File: src/rtl/lia_multich_csr.sv
`default_nettype none
// ============================================================================
// Module   : lia_multich_csr
// Purpose  : Avalon-MM control/status bank for NCH lock-in channels. Holds
//            shadow and active phase increment/offset per channel with an
//            atomic commit, either immediate or aligned to sync_in. Captures
//            a coherent all-channel X/Y snapshot with done/timeout status and
//            a level interrupt.
// Ports    : clk_clk, reset_reset        clock, synchronous active-high reset
//            avs_address/read/write/      Avalon-MM slave, no waitrequest,
//            writedata/readdata/          read data registered one cycle
//            readdatavalid                after avs_read
//            sync_in                      commit alignment pulse
//            lia_x, lia_y, lia_valid      per-channel lock-in results
//            phase_incr, phase_offs       active per-channel phase settings
//            gain_ctrl                    gain setting (not shadowed)
//            commit_pulse                 1-cycle pulse on active update
//            irq                          irq_en & (snap_done | snap_tmo)
// Revision : 1.0  initial release
// ============================================================================
module lia_multich_csr #(
  parameter int NCH         = 8,
  parameter int PHASE_W     = 20,
  parameter int XY_W        = 16,
  parameter int GAIN_W      = 6,
  parameter int ADDR_W      = 6,
  parameter int COMMIT_SYNC = 0,
  parameter int SNAP_TMO    = 65535
) (
  input  logic                     clk_clk,
  input  logic                     reset_reset,
  input  logic [ADDR_W-1:0]        avs_address,
  input  logic                     avs_read,
  input  logic                     avs_write,
  input  logic [31:0]              avs_writedata,
  output logic [31:0]              avs_readdata,
  output logic                     avs_readdatavalid,
  input  logic                     sync_in,
  input  logic [NCH*XY_W-1:0]      lia_x,
  input  logic [NCH*XY_W-1:0]      lia_y,
  input  logic [NCH-1:0]           lia_valid,
  output logic [NCH*PHASE_W-1:0]   phase_incr,
  output logic [NCH*PHASE_W-1:0]   phase_offs,
  output logic [GAIN_W-1:0]        gain_ctrl,
  output logic                     commit_pulse,
  output logic                     irq
);

  // Word map
  localparam int A_CTRL   = 0;
  localparam int A_STATUS = 1;
  localparam int A_GAIN   = 2;
  localparam int A_INCR   = 4;
  localparam int A_OFFS   = 4 + NCH;
  localparam int A_SNAP   = 4 + 2 * NCH;

  localparam int               TMO_W    = $clog2(SNAP_TMO + 1);
  localparam logic [TMO_W-1:0] TMO_LOAD = TMO_W'(SNAP_TMO);
  localparam logic [TMO_W-1:0] TMO_ONE  = TMO_W'(1);

  typedef enum logic [0:0] {
    ST_IDLE  = 1'b0,
    ST_ARMED = 1'b1
  } snap_state_t;

  // --------------------------------------------------------------------------
  // Register storage
  // --------------------------------------------------------------------------
  logic [PHASE_W-1:0] shadow_incr [NCH];
  logic [PHASE_W-1:0] shadow_offs [NCH];
  logic [PHASE_W-1:0] active_incr [NCH];
  logic [PHASE_W-1:0] active_offs [NCH];
  logic [XY_W-1:0]    stage_x     [NCH];
  logic [XY_W-1:0]    stage_y     [NCH];
  logic [XY_W-1:0]    snap_x      [NCH];
  logic [XY_W-1:0]    snap_y      [NCH];

  logic [GAIN_W-1:0]  gain_reg;
  logic               irq_en;
  logic               commit_pending;
  logic               snap_done;
  logic               snap_tmo;
  logic               snap_busy;
  snap_state_t        state;
  logic [NCH-1:0]     got;
  logic [TMO_W-1:0]   tmo_cnt;

  // --------------------------------------------------------------------------
  // Address decode
  // --------------------------------------------------------------------------
  logic [31:0]    addr;
  logic           wr_ctrl;
  logic           wr_status;
  logic           wr_gain;
  logic [NCH-1:0] wr_incr;
  logic [NCH-1:0] wr_offs;
  logic           commit_req;
  logic           arm_req;
  logic           commit_xfer;

  assign addr       = 32'(avs_address);
  assign wr_ctrl    = avs_write && (addr == 32'(A_CTRL));
  assign wr_status  = avs_write && (addr == 32'(A_STATUS));
  assign wr_gain    = avs_write && (addr == 32'(A_GAIN));
  assign commit_req = wr_ctrl && avs_writedata[0];
  assign arm_req    = wr_ctrl && avs_writedata[1];

  generate
    for (genvar k = 0; k < NCH; k++) begin : g_dec
      assign wr_incr[k] = avs_write && (addr == 32'(A_INCR + k));
      assign wr_offs[k] = avs_write && (addr == 32'(A_OFFS + k));
    end
  endgenerate

  // Transfer condition: immediately after the request, or on the first
  // sync_in pulse seen while the request is outstanding.
  generate
    if (COMMIT_SYNC != 0) begin : g_commit_sync
      assign commit_xfer = commit_pending && sync_in;
    end else begin : g_commit_imm
      assign commit_xfer = commit_pending;
    end
  endgenerate

  // --------------------------------------------------------------------------
  // Outputs
  // --------------------------------------------------------------------------
  assign gain_ctrl = gain_reg;
  assign snap_busy = (state == ST_ARMED);

  generate
    for (genvar k = 0; k < NCH; k++) begin : g_out
      assign phase_incr[k*PHASE_W +: PHASE_W] = active_incr[k];
      assign phase_offs[k*PHASE_W +: PHASE_W] = active_offs[k];
    end
  endgenerate

  // --------------------------------------------------------------------------
  // Control, phase registers, commit and interrupt
  // --------------------------------------------------------------------------
  always_ff @(posedge clk_clk) begin
    if (reset_reset) begin
      gain_reg       <= '0;
      irq_en         <= 1'b0;
      commit_pending <= 1'b0;
      commit_pulse   <= 1'b0;
      irq            <= 1'b0;
      for (int k = 0; k < NCH; k++) begin
        shadow_incr[k] <= '0;
        shadow_offs[k] <= '0;
        active_incr[k] <= '0;
        active_offs[k] <= '0;
      end
    end else begin
      commit_pulse <= commit_xfer;
      // A new request in the transfer cycle stays pending for a later one;
      // a request while already pending simply merges.
      commit_pending <= (commit_pending && !commit_xfer) || commit_req;
      irq <= irq_en && (snap_done || snap_tmo);
      if (wr_ctrl) irq_en   <= avs_writedata[2];
      if (wr_gain) gain_reg <= avs_writedata[GAIN_W-1:0];
      for (int k = 0; k < NCH; k++) begin
        // The transfer uses the shadow values present before this edge.
        if (commit_xfer) begin
          active_incr[k] <= shadow_incr[k];
          active_offs[k] <= shadow_offs[k];
        end
        if (wr_incr[k]) shadow_incr[k] <= avs_writedata[PHASE_W-1:0];
        if (wr_offs[k]) shadow_offs[k] <= avs_writedata[PHASE_W-1:0];
      end
    end
  end

  // --------------------------------------------------------------------------
  // Snapshot capture
  // --------------------------------------------------------------------------
  logic [NCH-1:0] hit;
  logic           complete;

  assign hit      = lia_valid & ~got;
  assign complete = &(got | lia_valid);

  always_ff @(posedge clk_clk) begin
    if (reset_reset) begin
      state     <= ST_IDLE;
      got       <= '0;
      tmo_cnt   <= '0;
      snap_done <= 1'b0;
      snap_tmo  <= 1'b0;
      for (int k = 0; k < NCH; k++) begin
        stage_x[k] <= '0;
        stage_y[k] <= '0;
        snap_x[k]  <= '0;
        snap_y[k]  <= '0;
      end
    end else begin
      // W1C first so that a set in the same cycle wins.
      if (wr_status && avs_writedata[2]) snap_done <= 1'b0;
      if (wr_status && avs_writedata[3]) snap_tmo  <= 1'b0;

      if (arm_req) begin
        state     <= ST_ARMED;
        got       <= '0;
        tmo_cnt   <= TMO_LOAD;
        snap_done <= 1'b0;
        snap_tmo  <= 1'b0;
      end else if (state == ST_ARMED) begin
        got <= got | lia_valid;
        for (int k = 0; k < NCH; k++) begin
          if (hit[k]) begin
            stage_x[k] <= lia_x[k*XY_W +: XY_W];
            stage_y[k] <= lia_y[k*XY_W +: XY_W];
          end
        end
        // Completion is tested before the timeout so a coincident last
        // strobe still completes. Channels arriving this cycle bypass the
        // staging registers.
        if (complete) begin
          for (int k = 0; k < NCH; k++) begin
            snap_x[k] <= got[k] ? stage_x[k] : lia_x[k*XY_W +: XY_W];
            snap_y[k] <= got[k] ? stage_y[k] : lia_y[k*XY_W +: XY_W];
          end
          snap_done <= 1'b1;
          state     <= ST_IDLE;
        end else if (tmo_cnt == TMO_ONE) begin
          snap_tmo <= 1'b1;
          state    <= ST_IDLE;
        end else begin
          tmo_cnt <= tmo_cnt - TMO_ONE;
        end
      end
    end
  end

  // --------------------------------------------------------------------------
  // Read path
  // --------------------------------------------------------------------------
  logic [31:0] rd_mux;

  always_comb begin
    rd_mux = '0;
    if (addr == 32'(A_CTRL)) begin
      rd_mux = {29'd0, irq_en, 2'b00};
    end else if (addr == 32'(A_STATUS)) begin
      rd_mux = {28'd0, snap_tmo, snap_done, snap_busy, commit_pending};
    end else if (addr == 32'(A_GAIN)) begin
      rd_mux = 32'(gain_reg);
    end
    for (int k = 0; k < NCH; k++) begin
      if (addr == 32'(A_INCR + k)) rd_mux = 32'(shadow_incr[k]);
      if (addr == 32'(A_OFFS + k)) rd_mux = 32'(shadow_offs[k]);
      if (addr == 32'(A_SNAP + k)) begin
        rd_mux = {16'($signed(snap_y[k])), 16'($signed(snap_x[k]))};
      end
    end
  end

  always_ff @(posedge clk_clk) begin
    if (reset_reset) begin
      avs_readdata      <= '0;
      avs_readdatavalid <= 1'b0;
    end else begin
      avs_readdatavalid <= avs_read;
      if (avs_read) avs_readdata <= rd_mux;
    end
  end

  // Upper write-data bits and sync_in are not needed in every configuration.
  logic unused_bits;
  assign unused_bits = ^{avs_writedata, sync_in};

endmodule
`default_nettype wire

File: config.mk
export PLATFORM = sky130hd
export DESIGN_NAME = lia_multich_csr
export DESIGN_NICKNAME = d
export VERILOG_FILES = /design/src/rtl/lia_multich_csr.sv
export SDC_FILE = /design/constraint.sdc
export NUM_CORES = 2
export LEC_CHECK = 0
export BUFFER_PORTS_ARGS = -buffer_cell sky130_fd_sc_hd__buf_2
export CAP_MARGIN = 20
export CORE_MARGIN = 4
export CORE_UTILIZATION = 45
export CTS_CLUSTER_SIZE = 40
export DETAILED_ROUTE_END_ITERATION = 8
export GPL_TIMING_DRIVEN = 0
export PLACE_DENSITY = 0.64
export SLEW_MARGIN = 5
export SYNTH_ARGS = -nofsm -noshare
export SYNTH_HDL_FRONTEND = slang
export SYNTH_SLANG_ARGS = --single-unit
File: constraint.sdc
create_clock -name clk_clk -period 21 [get_ports clk_clk]
set_input_delay 4.2 -clock clk_clk [delete_from_list [all_inputs] [get_ports clk_clk]]
set_output_delay 4.2 -clock clk_clk [all_outputs]
set_load 0.01 [all_outputs]
# After elaboration in Yosys (flattened, before gate mapping)
# Memory sizes are Yosys's and may differ from the RTL's.
# Index checks and enable logic that the tools add are counted.
# totals
ff_bits	70
input_bits	307
out_inout_bits	361
mem_count	8
ramBits	1152
elab_cells	367
# mem_list
memory	words	width	rd	rd_ports_with_merged_regs	wr	line	source
active_incr	8	20	8	0	8	71	logic [PHASE_W-1:0] active_incr [NCH];
active_offs	8	20	8	0	8	72	logic [PHASE_W-1:0] active_offs [NCH];
shadow_incr	8	20	8	0	8	69	logic [PHASE_W-1:0] shadow_incr [NCH];
shadow_offs	8	20	8	0	8	70	logic [PHASE_W-1:0] shadow_offs [NCH];
snap_x	8	16	8	0	8	75	logic [XY_W-1:0] snap_x [NCH];
snap_y	8	16	8	0	8	76	logic [XY_W-1:0] snap_y [NCH];
2 more memories	-	-	-	-	-	-	
# classes
mux	220
bitwise_logic	67
addsub	1
reduce_logical	30
eq_ne	29
# op_table
operator	count
$mux 16	52
$mux 32	24
$mux 20	32
$mux 1	109
$eq 6x5->1 const B	12
$or 1x1->1	64
$eq 6x4->1 const B	8
$logic_not 32->1	1
$eq 6x3->1 const B	4
$logic_and 1x1->1	24
$mux 6	3
$eq 16x1->1 const B	1
$sub 16x1->16 const B	1
$and 8x8->8	1
$not 8->8	1
$or 8x8->8	1
$reduce_and 8->1	1
$eq 6x1->1 const B	1
$eq 6x2->1 const B	1
$ne 2x2->1 const B	2
$reduce_and 3->1	1
$reduce_bool 2->1	1
$reduce_or 2->1	1
$logic_or 1x1->1	1

# Logic depth before layout (Yosys ltp)
# depth
ltp_word	28
mapped_depth	11
ltp_nobuf	9

# Worst setup path after synthesis
# Ideal clock, no wire load.
# synth_path
path_type	in2reg
startpoint	input port avs_address[5]
endpoint	memory snap_x[0][0] (enable)
t_arrival_ns	16.524
setup_ns	0.927
n_path_buf	2
required_ns	20.073
stages	6
slack_ns	3.549
cell_sequence	buf_2 nor4_4 buf_2 nand3_1 nor2_1 o21bai_1
# synth_lines
item	line	source
start: declaration	32	input logic [ADDR_W-1:0] avs_address,
end: declaration	75	

==> run metrics <==
Final min period 8290 ps; TritonCTS sink count 1222; Leakage 22.7 nW; CTS-repair resized insts 0; gp weighted congestion around 1.0; Worst path most repeated cell buf_16; mapped cell area slightly above 50000 um^2; drt via density just under 6; Post-Syn Instances ~3800; Clk pin slew, worst setup/hold paths ~60 ps; Die Area around 120000 um^2; Final setup viols 0; Slew @ Worst Pin about 1300 ps; maximum single-stage delay on the critical path 1000 ps; Post-synth EDFFs 1152; hold endpoint snap_done; most common cell after layout, fill and taps aside edfxtp_1; ys flop type edfxtp_1; Tot Pwr ~5.5 mW; area grow syn2layout 19.6%; Post-synth ARST share 0%; vias in the first global route approximately 35000; Seq/Total Area, Yosys between 70% and 80%; Crit Path Class in -> reg; DRC violations left 0; placement-stage cell area 56900 um^2; critical path data arrival time about 8700 ps; first-pass GRT wire length roughly 260000 um; clock skew ~31 ps; Initial Util between 40% and 50%; Worst setup EP type register; Min-Delay Path Class reg -> reg; most frequent cells in the layout 1152 x edfxtp_1, 719 x buf_2, 670 x nor2_1; CP max FO just over 60; type of origin of the critical path input pin; yosys warns 0; slew margin rel. between 10% and 20%; number of library cell types mapped by synthesis 78; Layout Utilization around 54%; Peak VDD IR 0.0665 mV; clock root cell clkbuf_16; run status completed; RR Endpoint snap_y[0][41]; largest net degree at the start of global routing 68; r2r startpoint got[2]; final wirelength roughly 190000 um; Worst path slowest cell clkbuf_1; I/O Pins between 600 and 700; hold path start snap_done; Via Count between 30000 and 40000; Inst Count DP approximately 6000; Die H between 300 and 400 um; fin crit share approximately two fifths; Overflow after GRT 0; Required @ worst endpoint roughly 21000 ps; Final ANT Viol Nets 0; dpl hpwl around 150000 um; cells on worst reg2reg path 9; die width approximately 350 um; Fmax around 120 MHz; Maximum Capacitance Violations 0; Synthesized Nets 4117; buffers inserted by post-CTS timing repair 0; H-Tree Depth 4; Layout Nets roughly 4900; RSZ-0062 raised after global routing no; Avg Cell Area, Syn ~13 um^2; fin area 61200 um^2; DRT iter0 DRCs 5304; hold_buf cts 0; Clock Tree Buf Depth 3; Pwr Density approximately 90 nW/um^2; synthesis-stage register bit count 1222; final hold violation count 0; Fillers about 9700; CTS tree yes; critical path, cell by cell buf_2, clkbuf_1, clkbuf_1, clkbuf_1, or2_4, buf_16, buf_16, buf_16, buf_16; DRT Pass-1 Iters 9; core area ~110000 um^2; I/O Buffers 650; WL/cell around 31 um; TritonCTS Buffers 132; WHS Path Cells 2; Setup TNS 0 ps; antenna violations before repair 52; non-filler instance count after layout roughly 6200; share of layout cells above drive strength 1 about a fifth; num rows roughly 120; Tot GR Track Use about 31%; Clock Latency Late Sink approximately 760 ps; r2r setup slk 17890 ps; Final Slew Violations 0
-- worst max-delay path, delay by kind of cell --
kind | cells | cell delay (ps)
buf+inv | 8 | 4020
simple gates | 1 | 350
-- sequential cells by signal, indices dropped and copies added (netlist names), 6 cells and up --
register and cells:
active_incr 160, active_offs 160, shadow_incr 160, shadow_offs 160, snap_x 128, snap_y 128
stage_x 128, stage_y 128, avs_readdata 32, tmo_cnt 16, got 8, gain_ctrl 6
-- metrics by stage --
step                      hold WS (ps)  setup WS (ps)
final                              490          12710
after global routing               526          12820
after CTS                          492          12890
after detailed placement           482          12100
after global placement             468          -1830
after floorplan                    449           3550
-- cells by family after synthesis --
logic type                 count (synthesis)  share of synthesized area [%]
AOI/OAI and AO/OA                        466                           6.46
DFF                                     1222                           70.3
adders and majority gates                  2                         0.0489
and+or+nand+nor                         1519                           14.9
xor gates and xnor gates                  13                          0.222
muxes                                    286                           5.62
buffers and inverters                    300                           2.41
-- layout make-up --
class	count	area, um^2	share of cell area (%)
inverter	27	101	0.166
clock inverter	72	733	1.20
antenna	24	60.1	0.0981
timing repair buffer	676	3820	6.24
sequential	1222	36000	58.8
tap	1500	1880	3.07
buffer	273	1130	1.85
clock buffer	161	3500	5.71
multi-input combinational	2286	14000	22.8
-- power breakdown --
part | switching [mW] | internal, mW | leakage [nW] | total (mW)
registers | 0.0724 | 2.78 | 12.2 | 2.85
clock network | 0.975 | 1.34 | 2.06 | 2.31
logic | 0.209 | 0.0963 | 8.44 | 0.305
total | 1.26 | 4.21 | 22.7 | 5.47
-- metal layers --
metal	track usage, %	vias up	wire [um]
met1	41.9	17900	74200
met4	12.9	20	9190
met3	8.16	428	21000
met5	0	-	138
li1	-	15500	-
met2	48.6	2164	86600
-- how the worst max path moves through the flow --
stage | from | slack (ps) | end | cells past startpoint
4_1_cts | reset_reset | 12890 | active_incr[0][56] | 9
6_report | reset_reset | 12710 | active_offs[0][45] | 9
3_3_place_gp | avs_address[3] | -1830 | snap_y[0][116] | 6
2_1_floorplan | avs_address[5] | 3550 | snap_x[0][0] | 6
3_5_place_dp | reset_reset | 12100 | active_offs[0][63] | 9
5_1_grt | reset_reset | 12820 | active_incr[0][56] | 9
-- Yosys cell counts, types with 4 or more instances --
cell       count  area [um^2]
clkbuf_1     193          724
a211oi_1       4         30.0
a221oi_1      61          534
a22o_1         5         43.8
nor3_1        51          255
buf_1          7         26.3
nor2b_1      148          926
o211ai_1      15          113
nor2_1       670         2510
and2_1       433         2710
a22oi_1       28          210
a41oi_1        9         78.8
xnor2_1        7         61.3
mux2i_1      274         2740
a2bb2oi_1     16          140
nand4_1        8         50.1
buf_4          4         30.0
o221ai_1      12          105
a21o_1        10         75.1
a221o_1       24          240
mux2_2        12          135
a311oi_1      12          105
xor2_1         6         52.6
edfxtp_1    1152        34600
nand3_1       14         70.1
nand2b_1      50          313
o31ai_1        9         67.6
o21ai_0       79          395
o2111a_1       4         45.0
o21ai_1       11         55.1
and4_1         4         35.0
dfxtp_1       70         1400
buf_2         68          340
nor4_1         7         43.8
a21oi_1       91          455
nand2_1       96          360
inv_1         27          101
a222oi_1      19          190
o22ai_1       30          188
Power figures use the tool's default switching activity.
